`src/rtl/norz_seq_pkg.sv`:
```
// Shared definitions for the I-table fetch sequencer: FSM states, prefix
// byte values, the ITABLE clear value and the opcode bit that carries the
// IX/IY selection into the prefixed decode table.
package norz_seq_pkg;

  typedef enum logic [2:0] {
    FETCH   = 3'd0,
    DECODE  = 3'd1,
    OPND_LO = 3'd2,
    OPND_HI = 3'd3,
    WRBK    = 3'd4
  } seq_state_t;

  localparam logic [7:0] PFX_IX_BYTE    = 8'hDD;
  localparam logic [7:0] PFX_IY_BYTE    = 8'hFD;
  localparam logic [7:0] ITABLE_RESET   = 8'h00;
  localparam int         ITABLE_PFX_BIT = 2;

  // Decoder response as captured during the DECODE cycle.
  typedef struct packed {
    logic wr_ix;
    logic wr_iy;
    logic set_cm1;
    logic reset_itable;
    logic ophd;
  } dec_rsp_t;

  function automatic logic is_prefix(input logic [7:0] b);
    return (b == PFX_IX_BYTE) || (b == PFX_IY_BYTE);
  endfunction

  // Folds the active index prefix into the opcode (0 = IX, 1 = IY).
  function automatic logic [7:0] apply_prefix(input logic [7:0] op, input logic pfx_iy);
    logic [7:0] r;
    r = op;
    r[ITABLE_PFX_BIT] = pfx_iy;
    return r;
  endfunction

endpackage

```
`src/rtl/itable_operand_latch.sv`:
```
// Operand assembly for the fetch sequencer: captures the low operand byte,
// forms the {hi, lo} write-back word when the high byte arrives, and holds
// the IX/IY destination chosen by the decoder until the write-back.
module itable_operand_latch
  import norz_seq_pkg::*;
(
  input  logic        CLK,
  input  logic        notRESET,
  input  logic [7:0]  byte_in,
  input  logic        lo_load,
  input  logic        hi_load,
  input  logic        dest_load,
  input  logic        dest_sel,
  output logic        dest_iy,
  output logic [15:0] wdata
);

  logic [7:0] lo_byte;

  // Operand bytes and destination; wdata only changes on a high-byte load so it holds between write-backs.
  always_ff @(posedge CLK) begin
    if (!notRESET) begin
      lo_byte <= 8'h00;
      wdata   <= 16'h0000;
      dest_iy <= 1'b0;
    end else begin
      if (lo_load) begin
        lo_byte <= byte_in;
      end
      if (hi_load) begin
        wdata <= {byte_in, lo_byte};
      end
      if (dest_load) begin
        dest_iy <= dest_sel;
      end
    end
  end

endmodule

```
`src/rtl/itable_fetch_sequencer.sv`:
```
// Producer side of the I-table decoder interface. Collects DD/FD prefixes
// and the opcode, loads ITABLE/notITABLE, pulses I_enable, then follows the
// decoder's response through operand fetch and IX/IY write-back.
// Build option: define NORZ_PREFIX_CHAIN_EN to accept consecutive prefixes
// (last one wins); otherwise a second prefix is flagged illegal.
module itable_fetch_sequencer
  import norz_seq_pkg::*;
(
  input  logic        CLK,
  input  logic        notRESET,
  input  logic [7:0]  byte_in,
  input  logic        byte_valid,
  output logic        byte_ready,
  output logic        M1,
  output logic [7:0]  ITABLE,
  output logic [7:0]  notITABLE,
  output logic        I_enable,
  input  logic        PR_Write_IX_high,
  input  logic        PR_Write_IY_high,
  input  logic        P2_Set_CM1,
  input  logic        P2_Reset_ITABLE,
  input  logic        Pa_Ophd,
  output logic        ix_we,
  output logic        iy_we,
  output logic [15:0] wdata,
  output logic        illegal
);

  seq_state_t state;
  dec_rsp_t   rsp;
  logic       pfx_v;
  logic       pfx_iy;
  logic       dest_iy;
  logic       xfer;
  logic       dec_abort;
  logic [7:0] pfx_opcode;

  // byte_ready is registered alongside state, so it already reflects the current state.
  assign xfer       = byte_valid & byte_ready;
  assign pfx_opcode = apply_prefix(byte_in, pfx_iy);
  assign dec_abort  = (PR_Write_IX_high == PR_Write_IY_high) | ~Pa_Ophd;

  itable_operand_latch u_latch (
    .CLK       (CLK),
    .notRESET  (notRESET),
    .byte_in   (byte_in),
    .lo_load   ((state == OPND_LO) & xfer),
    .hi_load   ((state == OPND_HI) & xfer),
    .dest_load (state == DECODE),
    .dest_sel  (PR_Write_IY_high),
    .dest_iy   (dest_iy),
    .wdata     (wdata)
  );

  // Sequencer FSM with all handshake, decode and strobe outputs registered.
  always_ff @(posedge CLK) begin
    if (!notRESET) begin
      state      <= FETCH;
      rsp        <= '0;
      pfx_v      <= 1'b0;
      pfx_iy     <= 1'b0;
      ITABLE     <= ITABLE_RESET;
      notITABLE  <= ~ITABLE_RESET;
      byte_ready <= 1'b1;
      M1         <= 1'b1;
      I_enable   <= 1'b0;
      ix_we      <= 1'b0;
      iy_we      <= 1'b0;
      illegal    <= 1'b0;
    end else begin
      I_enable <= 1'b0;
      ix_we    <= 1'b0;
      iy_we    <= 1'b0;
      illegal  <= 1'b0;
      case (state)
        FETCH: begin
          if (xfer) begin
            if (is_prefix(byte_in)) begin
`ifdef NORZ_PREFIX_CHAIN_EN
              pfx_iy <= (byte_in == PFX_IY_BYTE);
              pfx_v  <= 1'b1;
`else
              if (pfx_v) begin
                illegal <= 1'b1;
                pfx_v   <= 1'b0;
              end else begin
                pfx_iy <= (byte_in == PFX_IY_BYTE);
                pfx_v  <= 1'b1;
              end
`endif
            end else if (pfx_v) begin
              ITABLE     <= pfx_opcode;
              notITABLE  <= ~pfx_opcode;
              state      <= DECODE;
              byte_ready <= 1'b0;
              M1         <= 1'b0;
              I_enable   <= 1'b1;
            end else begin
              illegal <= 1'b1;
            end
          end
        end
        DECODE: begin
          rsp <= '{wr_ix:        PR_Write_IX_high,
                   wr_iy:        PR_Write_IY_high,
                   set_cm1:      P2_Set_CM1,
                   reset_itable: P2_Reset_ITABLE,
                   ophd:         Pa_Ophd};
          if (dec_abort) begin
            illegal    <= 1'b1;
            state      <= FETCH;
            byte_ready <= 1'b1;
            M1         <= 1'b1;
            if (P2_Reset_ITABLE) begin
              ITABLE    <= ITABLE_RESET;
              notITABLE <= ~ITABLE_RESET;
              pfx_v     <= 1'b0;
            end
          end else begin
            state      <= OPND_LO;
            byte_ready <= 1'b1;
            M1         <= 1'b0;
          end
        end
        OPND_LO: begin
          if (xfer) begin
            state <= OPND_HI;
          end
        end
        OPND_HI: begin
          if (xfer) begin
            state      <= WRBK;
            byte_ready <= 1'b0;
            ix_we      <= rsp.ophd & rsp.wr_ix & ~dest_iy;
            iy_we      <= rsp.ophd & rsp.wr_iy & dest_iy;
          end
        end
        WRBK: begin
          state      <= FETCH;
          byte_ready <= 1'b1;
          M1         <= 1'b1;
          illegal    <= ~rsp.set_cm1;
          if (rsp.reset_itable) begin
            ITABLE    <= ITABLE_RESET;
            notITABLE <= ~ITABLE_RESET;
            pfx_v     <= 1'b0;
          end
        end
        default: begin
          state      <= FETCH;
          byte_ready <= 1'b1;
          M1         <= 1'b1;
        end
      endcase
    end
  end

endmodule

```
`config.mk`:
```
export PLATFORM = sky130hd
export DESIGN_NAME = itable_fetch_sequencer
export DESIGN_NICKNAME = d
export VERILOG_FILES = /design/src/rtl/norz_seq_pkg.sv /design/src/rtl/itable_operand_latch.sv /design/src/rtl/itable_fetch_sequencer.sv
export SDC_FILE = /design/constraint.sdc
export NUM_CORES = 1
export LEC_CHECK = 0
export ABC_AREA = 1
export CAP_MARGIN = 10
export CORE_MARGIN = 1.5
export CORE_UTILIZATION = 45
export CTS_CLUSTER_SIZE = 12
export DETAILED_ROUTE_END_ITERATION = 7
export MAX_ROUTING_LAYER = met4
export PLACE_DENSITY = 0.75
export SYNTH_ARGS = -nofsm -noshare
export SYNTH_HDL_FRONTEND = slang
export SYNTH_SLANG_ARGS = --single-unit
```
`constraint.sdc`:
```
create_clock -name CLK -period 4.9 [get_ports CLK]
set_clock_uncertainty 0.15 [all_clocks]
set_input_delay 0.98 -clock CLK [delete_from_list [all_inputs] [get_ports CLK]]
set_output_delay 0.98 -clock CLK [all_outputs]
set_load 0.03 [all_outputs]
```
==> run_results.csv <==
group,metric,value,unit
setup_path,r2r_start,"state[0]",
power_and_ir_drop,p_total,1.535,mW
cells_and_area,antenna_cells,0,
power_and_ir_drop,peakVddDrop,0.0002603,V
yosys,yosys-mux-area-fraction,0,%
yosys,netlist_area,0.002288,mm²
drt,drc,0,
yosys,yosys.cell_count.top_type,"dfxtp_1",
floorplanning,die_area,0.005522,mm²
yosys,synth_area_leaders,"dfxtp_1 49%, a21oi_1 8.3%, nand2_1 8.2%, o21ai_0 6.1%, inv_1 5.1%",
cts,clockBufferDepth,2,
yosys,synth-simple-area-share,25.81,%
status,outcome,"completed",
yosys,synth_seq_cells,56,
setup_path,rr_worst_depth,6,
cells_and_area,drive_gt1_share,8.215,%
floorplanning,core,0.004817,mm²
placed_design,postPlaceCellArea,0.002863,mm²
setup_path,path_class,"reg -> out",
cells_and_area,layout.cells.non_filler,420,
yosys,syn_inst,301,
cells_and_area,synthToLayoutAreaGrowth,30.13,%
yosys,async_flop_share,0,%
yosys,synth_top_area_share,48.99,%
floorplanning,start_util,47.51,%
yosys,synthTopCellsByCount,"56 x dfxtp_1, 50 x nand2_1, 38 x a21oi_1, 31 x inv_1",
power_and_ir_drop,power-per-cell-area,515.4,mW/mm²
sta,rsz0062_at_grt,"false",
floorplanning,die_y,74.31,µm
cts,insertion_delay,0.31,ns
cts,cts-root-buf,"clkbuf_8",
cells_and_area,fin_area,0.002978,mm²
yosys,synth_top_family_by_area,"simple AND/OR/NAND/NOR gates",
grt,grt_pass1_vias,1792,
cts,post_cts_buffers,0,
drt,finalWirelength,4931,µm
cts,cts.htree.levels,2,
setup_path,end_kind,"output pin",
grt,overflow,0,
cts,cts_num_sinks,56,
setup_path,crit_cells,1,
cts,cts_buffers,5,
drt,wl_per_cell,11.74,µm
setup_path,crit_path_max_fanout,2,
flow_run,cap_violations,0,
drt,ant_nets,0,
yosys,yosysWarnings,0,
placed_design,gp_congestion,0.8495,
setup_path,crit_chain,"clkdlybuf4s50_1",
yosys,synth_xor_area_share,0,%
setup_path,cp-endpoint,"wdata[14]",
sta,slew_headroom,70.98,%
grt,grt_max_degree,32,
cells_and_area,nNetsFinal,368,
setup_path,crit_family,"buffers and inverters",
grt,grt_pass1_wl,7886,µm
drt,drt_iter0_markers,99,
yosys,yosys.area_share.adder,0,%
setup_path,timing.critical_path.slowest_stage_cell,"clkdlybuf4s50_1",
cts,clk_pin_slew_worst_paths,0.11,ns
drt,routed-via-count,2033,
cts,cts.repair.resized,0,
floorplanning,io-pin-count,54,
floorplanning,die-width,74.31,µm
hold_path,min_path_type,"reg -> reg",
cts,cts_tree,"yes",
placed_design,dp_hpwl,3734,µm
sta,setup_viol_count_final,0,
grt,grt_use_total,18.77,%
sta,hold_viol,0,
grt,antenna_found_initial,0,
placed_design,dp_cells,412,
sta,worst_pin_slew,0.4340,ns
floorplanning,rows,25,
sta,period_share,50.79,%
setup_path,r2r_end,"u_latch.lo_byte[3]",
yosys,syn_nets,317,
drt,post_drt_via_cell_ratio,4.840,
placed_design,portBuffers,53,
yosys,synth_compound_area_share,16.89,%
yosys,avgSynthCellArea,7.603,µm²
drt,dr.pass1.iters,4,
setup_path,critPathBufInv,1,
yosys,yosysTopAreaCell,"dfxtp_1",
yosys,synthDistinctLibCells,22,
setup_path,reg2reg_slack,3.09,ns
setup_path,startpoint_type,"flop",
setup_path,crit_required,3.77,ns
sta,period_needed,2.489,ns
setup_path,cp_data_arrival_time,1.36,ns
sta,max_freq,401.8,MHz
cts,hold_buffers,0,
yosys,synthFlopType,"dfxtp_1",
power_and_ir_drop,leakage,1.217,nW
yosys,yosysSeqAreaShare,48.99,%
sta,slew_violations,0,
yosys,synth-edff-count,0,
sta,setup_tns,0,ns
setup_path,startpoint,"u_latch.wdata[14]",
setup_path,worst_path_largest_cell_delay,0.68,ns
==> how the worst min path moves through the flow <==
stage,startpoint,endpoint,slack (ns),cells after the start
after floorplan,u_latch.dest_iy,iy_we,0.27,2
after global placement,u_latch.dest_iy,iy_we,0.28,2
after detailed placement,u_latch.dest_iy,iy_we,0.28,2
after CTS,u_latch.dest_iy,iy_we,0.30,2
after global routing,u_latch.dest_iy,iy_we,0.32,2
final,u_latch.dest_iy,iy_we,0.29,2
==> logic make-up (layout without fill, tap and decap cells) <==
family / after synthesis / count (layout)
AND/OR/NAND/NOR: 122 / 122
AO/OA/AOI/OAI: 76 / 76
flip-flops: 56 / 56
buffers and inverters: 47 / 99
==> sequential cells by signal (all words and copies together), names as in the netlist <==
name             cells
ITABLE               8
I_enable             1
M1                   1
byte_ready           1
illegal              1
ix_we                1
iy_we                1
notITABLE            8
pfx_iy               1
pfx_v                1
rsp                  4
state                3
u_latch.dest_iy      1
u_latch.lo_byte      8
u_latch.wdata       16
==> area by class of cell <==
class,instances,area (µm²)
Clock buffer,5,68.82
Clock inverter,3,46.29
Fill cell,458,1839
Inverter,36,135.1
Multi-Input combinational cell,198,977.2
Sequential cell,56,1121
Tap cell,67,83.83
Timing Repair Buffer,55,545.5
==> power by group <==
group          total (mW)  switching [mW]  internal (mW)
sequential          0.589          0.0501          0.539
combinational       0.637           0.403          0.235
clock               0.308           0.153          0.155
==> worst reg2reg max path: cells and delay by family, from the launching register on <==
family / cells / cell delay [ns]
AOI/OAI and AO/OA: 2 / 0.34
buffers and inverters: 1 / 0.08
DFF: 1 / 0.41
and+or+nand+nor: 3 / 0.71
==> placed cells by master (no fill, tap or decap), drive strengths merged <==
cell            n
nand2          57
clkbuf          5
o21a            2
nor3            2
nor2           33
a21oi          38
o21ai          35
nand3          22
nand4           6
dfxtp          56
a31oi           1
inv            37
clkinv          1
nand3b          2
bufinv          1
clkdlybuf4s50  53
buf             2
==> stage by stage <==
step / hold WS [ns] / util (%) / setup WS, ns
floorplan: 0.2651 / - / 2.776
global placement: 0.2789 / 59.43 / 2.200
detailed placement: 0.2823 / 59.43 / 2.168
CTS: 0.2965 / 61.82 / 2.408
global route: 0.3163 / 61.82 / 2.371
finish: 0.2901 / 61.82 / 2.411
==> layer usage <==
metal  routed length, µm  vias to the layer above  track usage (%)
met5                   0                        -                -
met2                2271                       46            29.27
li1                    -                     1086                -
met4                  34                        0            4.242
met1                2453                      897            25.57
met3                 172                        4            3.252
(Power assumes the default switching activity.)
==> variant 1: new RTL, same settings <==
The 5 states of `seq_state_t` get a Gray code encoding in 3 bits.
--- a/src/rtl/norz_seq_pkg.sv
+++ b/src/rtl/norz_seq_pkg.sv
@@ -5,9 +5,9 @@
 
   typedef enum logic [2:0] {
-    FETCH   = 3'd0,
-    DECODE  = 3'd1,
-    OPND_LO = 3'd2,
-    OPND_HI = 3'd3,
-    WRBK    = 3'd4
+    FETCH   = 3'b000,
+    DECODE  = 3'b001,
+    OPND_LO = 3'b011,
+    OPND_HI = 3'b010,
+    WRBK    = 3'b110
   } seq_state_t;
 
Behaviour: no difference found for any inputs over 10 cycles, from zero or initial values and one cycle with notRESET low; not proved beyond that.
==> variant 1 against the unedited design <==
- routed wire length grew 3.5%
- sequential cell count is the same
- final area shrank 0.63%
- critical endpoint is now u_latch.wdata[1]
- hold slack lost 0.0088 ns
- setup slack lost 0.030 ns
- synthesized area shrank 0.16%
- critical path type is now in -> reg
- via count grew 0.64%
- synthesized cell count shrank 0.33%
Power is not compared: it rests on default switching activity, and its combinational part moved more than twofold at a synthesized area within 25%.
==> variant 1: results (changes against the unedited design) <==
- Status: complete, no violations
- Final wirelength: 5106 um (+3.5%)
- Worst-path maximum fanout: 24 (+22)
- Via count of the first global-routing pass: 1,784 (-0.45%)
- RR Endpoint: u_latch.lo_byte[7]
- Wire length on met2: 2255 um (-0.70%)
- Via density: 4.871 (+0.64%)
- Via Count: 2,046 (+0.64%)
- Slowest stage delay, CP: 0.45 ns (-0.23 ns)
- R2R setup slack: 3.03 ns (-0.06 ns)
- Asr flop ratio synth: 0% (unchanged)
- Met2 Use GR: 30.36% (+1.1 points)
- First-pass GRT wire length: 8349 um (+5.9%)
- FF-to-FF path depth: 5 (-1)
- Hold Path Sink: ix_we
- Reg-to-Reg Start: state[1]
- Metal3 WL: 240 um (+40%)
- Largest net degree at the start of global routing: 33 (+3.1%)
- Layout fillers: 455 (-0.66%)
- Hold Path Cell Cnt: 1 (-1)
- Layout cell share with drive strength beyond 1: 9.915% (+1.7 points)
- Placer Congestion: 0.7806 (-8.1%)
- Post-DP HPWL: 3713 um (-0.58%)
- Metal-1 WL: 2555 um (+4.2%)
- Iter 0 DRT Violations: 132 (+33%)
- CTS clk-pin slew, worst paths: 0.09 ns (-0.02 ns)
- Relative slew slack: 47.72% (-23 points)
- Area after DPL: 2865 um^2 (about the same)
- Grt met1 use: 28.31% (+2.7 points)
- CP max-delay cell: clkdlybuf4s50_1
- Ranking of synthesized cells by area: dfxtp_1 49%, o21ai_0 7.9%, nor2_1 7.9%, nand2_1 7.6%, a21oi_1 5.7%
- GRT Overall Usage: 20.32% (+1.5 points)
- Met3 usage: 4.201% (+0.95 points)
- Syn_nets: 316 (-0.32%)
- Cells after Synth: 300 (-0.33%)
-- variant 1: cell count changes after synthesis, moves of 4 or more --
| cell | before | now |
|---|---|---|
| nor2_1 | 28 | 48 |
| a21oi_1 | 38 | 26 |
| o21ai_0 | 28 | 36 |
| inv_1 | 31 | 24 |
| o21ai_1 | 7 | 0 |
| nand3_2 | 0 | 6 |
| nand4_1 | 6 | 1 |
| nand2_1 | 50 | 46 |
-- variant 1: how the worst max path moves through the flow --
stage / from / cells after the start / slack, ns / end
final: byte_valid / 7 / 2.38 / u_latch.wdata[1]
after global routing: byte_in[1] / 10 / 2.22 / ITABLE[5]
after CTS: byte_valid / 7 / 2.36 / u_latch.wdata[1]
after detailed placement: byte_valid / 7 / 2.04 / u_latch.wdata[1]
after global placement: byte_valid / 7 / 2.03 / u_latch.wdata[1]
after floorplan: byte_in[1] / 10 / 2.75 / ITABLE[0]
-- variant 1: through the flow --
step / hold WS, ns / util (%) / total power (W) / setup slack, ns
2_1_floorplan: 0.2482 / - / 0.0004963 / 2.746
3_3_place_gp: 0.2577 / 59.48 / 0.0005213 / 2.026
3_5_place_dp: 0.2620 / 59.48 / 0.0005218 / 2.043
4_1_cts: 0.2761 / 61.43 / 0.0007803 / 2.365
5_1_grt: 0.3243 / 61.43 / 0.0008014 / 2.221
6_report: 0.2814 / 61.43 / 0.0007738 / 2.381
-- variant 1: layout make-up --
cell class,instances,area share [%]
clock buffer,7,2.918
clock inverter,1,0.2537
sequential,56,37.89
tap,67,2.833
timing repair buffer,55,18.44
inverter,28,3.552
multi-input combinational,206,34.12
-- variant 1: logic make-up (layout without fill, tap and decap cells) --
group	count (synthesis)	in the layout	share of synthesized area (%)
compound gates	64	64	14.35
simple gates	142	142	29.85
flops	56	56	49.07
buf+inv	38	91	6.736
==> variant 2: new RTL, same flow settings <==
Made on the original files. The option `NORZ_PREFIX_CHAIN_EN` is turned on by a define.
--- a/src/rtl/itable_fetch_sequencer.sv
+++ b/src/rtl/itable_fetch_sequencer.sv
@@ -4,4 +4,6 @@
 // Build option: define NORZ_PREFIX_CHAIN_EN to accept consecutive prefixes
 // (last one wins); otherwise a second prefix is flagged illegal.
+`define NORZ_PREFIX_CHAIN_EN
+
 module itable_fetch_sequencer
   import norz_seq_pkg::*;
Check against the original RTL: not equivalent (a bounded check fails within 4 cycles, from zero or initial values and one cycle with notRESET low).
==> variant 2 against the unedited design <==
- synthesized cell count fell by 1.0%
- routed wire length rose by 5.4%
- final area fell by 2.9%
- setup slack got worse by 0.29 ns
- synthesized area fell by 2.3%
- core utilization fell by 0.98 points
- power rose by 3.2%
- sequential cell count did not move
- critical endpoint is now u_latch.wdata[0]
- largest cell class unchanged
==> variant 2: results (changes against the unedited design) <==
- Antenna cells: 0 (unchanged)
- Hold Crit Class: reg -> reg
- First-pass GRT wire length: 8487 um (+7.6%)
- DRT Pass-1 Iters: 4 (unchanged)
- Ranking of synthesized cells by area: dfxtp_1 50%, nand2_1 9.1%, nor2_1 7.7%, nand3_1 6.5%, a21oi_1 6.0%
- VDD IR max: 0.2420 mV (-7.0%)
- Port buffer count: 53 (unchanged)
- Postcts setup bufs: 0 (unchanged)
- Largest net degree at the start of global routing: 23 (-28%)
- Pleak: 1.227 nW (+0.82%)
- Clk Latency, worst-skew pair: 0.32 ns
- Synth warnings: 0 (unchanged)
- Final wirelength: 5198 um (+5.4%)
- Post-CTS Resized: 0 (unchanged)
- Relative slew slack: 52.62% (-18 points)
- GRT Overall Usage: 20.82% (+2.0 points)
- Via Count: 2,054 (+1.0%)
- Asr flop ratio synth: 0% (unchanged)
- Count of different cell masters after synthesis: 26 (+18%)
- Post-DP HPWL: 3667 um (-1.8%)
- Layout cell share with drive strength beyond 1: 7.450% (-0.77 points)
- Worst-path maximum fanout: 10 (+8)
- Status: complete, no violations
- H-tree levels: 2 (unchanged)
- Num CTS Buffers: 5 (unchanged)
- Final net count: 364 (-1.1%)
- Syn_nets: 314 (-0.95%)
- Placer Congestion: 0.8702 (+2.4%)
- Root Driver: clkbuf_8
- Layout fillers: 464 (+1.3%)
- Iter 0 DRT Violations: 119 (+20%)
- Predominant post-synthesis flop cell: dfxtp_1
- Via count of the first global-routing pass: 1,903 (+6.2%)
- CTS clk-pin slew, worst paths: 0.10 ns
- Register area share after synthesis: 50.14% (+1.2 points)
- Largest reg by FF count: u_latch.wdata
- Crit path arrival time: 2.85 ns (+1.49 ns)
- Top cells by count, synth: 56 x dfxtp_1, 54 x nand2_1, 46 x nor2_1
variant 2: cell families after synthesis:
group	Yosys count	synth area share, %
flip-flops	56	50.14
AO/OA/AOI/OAI	54	12.82
buffers and inverters	40	7.722
AND/OR/NAND/NOR	148	29.32
variant 2: path summary, 6_finish.rpt:
check	start	end	slack, ns	depth (start not counted)
max	byte_valid	u_latch.wdata[0]	2.12	6
min	u_latch.dest_iy	ix_we	0.29	1
max reg2reg	state[0]	u_latch.wdata[0]	2.73	5
min reg2reg	u_latch.dest_iy	ix_we	0.29	1
variant 2: power by group:
group	switching, W	internal (W)	total, W
clock	0.000161	0.000106	0.000267
combinational	0.000460	0.000253	0.000713
sequential	0.0000518	0.000552	0.000604
variant 2: cell type report:
| cell class | count | share of cell area, % |
|---|---|---|
| clock inverters | 3 | 0.9083 |
| repair buffers | 55 | 18.86 |
| multi-input cells | 202 | 32.57 |
| clock buffers | 5 | 2.379 |
| flip-flops and latches | 56 | 38.75 |
| inverters | 28 | 3.633 |
| well taps | 67 | 2.898 |
variant 2: worst max-delay path: stages:
cell and delay [ns]:
clkdlybuf4s50_1 0.46, nand2_1 0.12, nor2_1 0.55, clkinv_1 0.45, nor2_1 0.21, nor2_1 0.07
variant 2: metrics by stage:
stage | setup WS (ns) | instances | instance area, um^2
finish | 2.118 | 416 | 2893
global route | 1.985 | 416 | 2893
CTS | 2.143 | 416 | 2893
detailed placement | 1.804 | 408 | 2798
global placement | 1.845 | 408 | 2798
floorplan | 2.760 | 298 | 2236
variant 2: metal layers:
layer	GRT usage, %	vias to the layer above	wire, um
met5	-	-	0
met4	6.379	0	61
met3	3.704	6	211
met2	33.83	47	2431
met1	26.40	942	2493
li1	-	1059	-
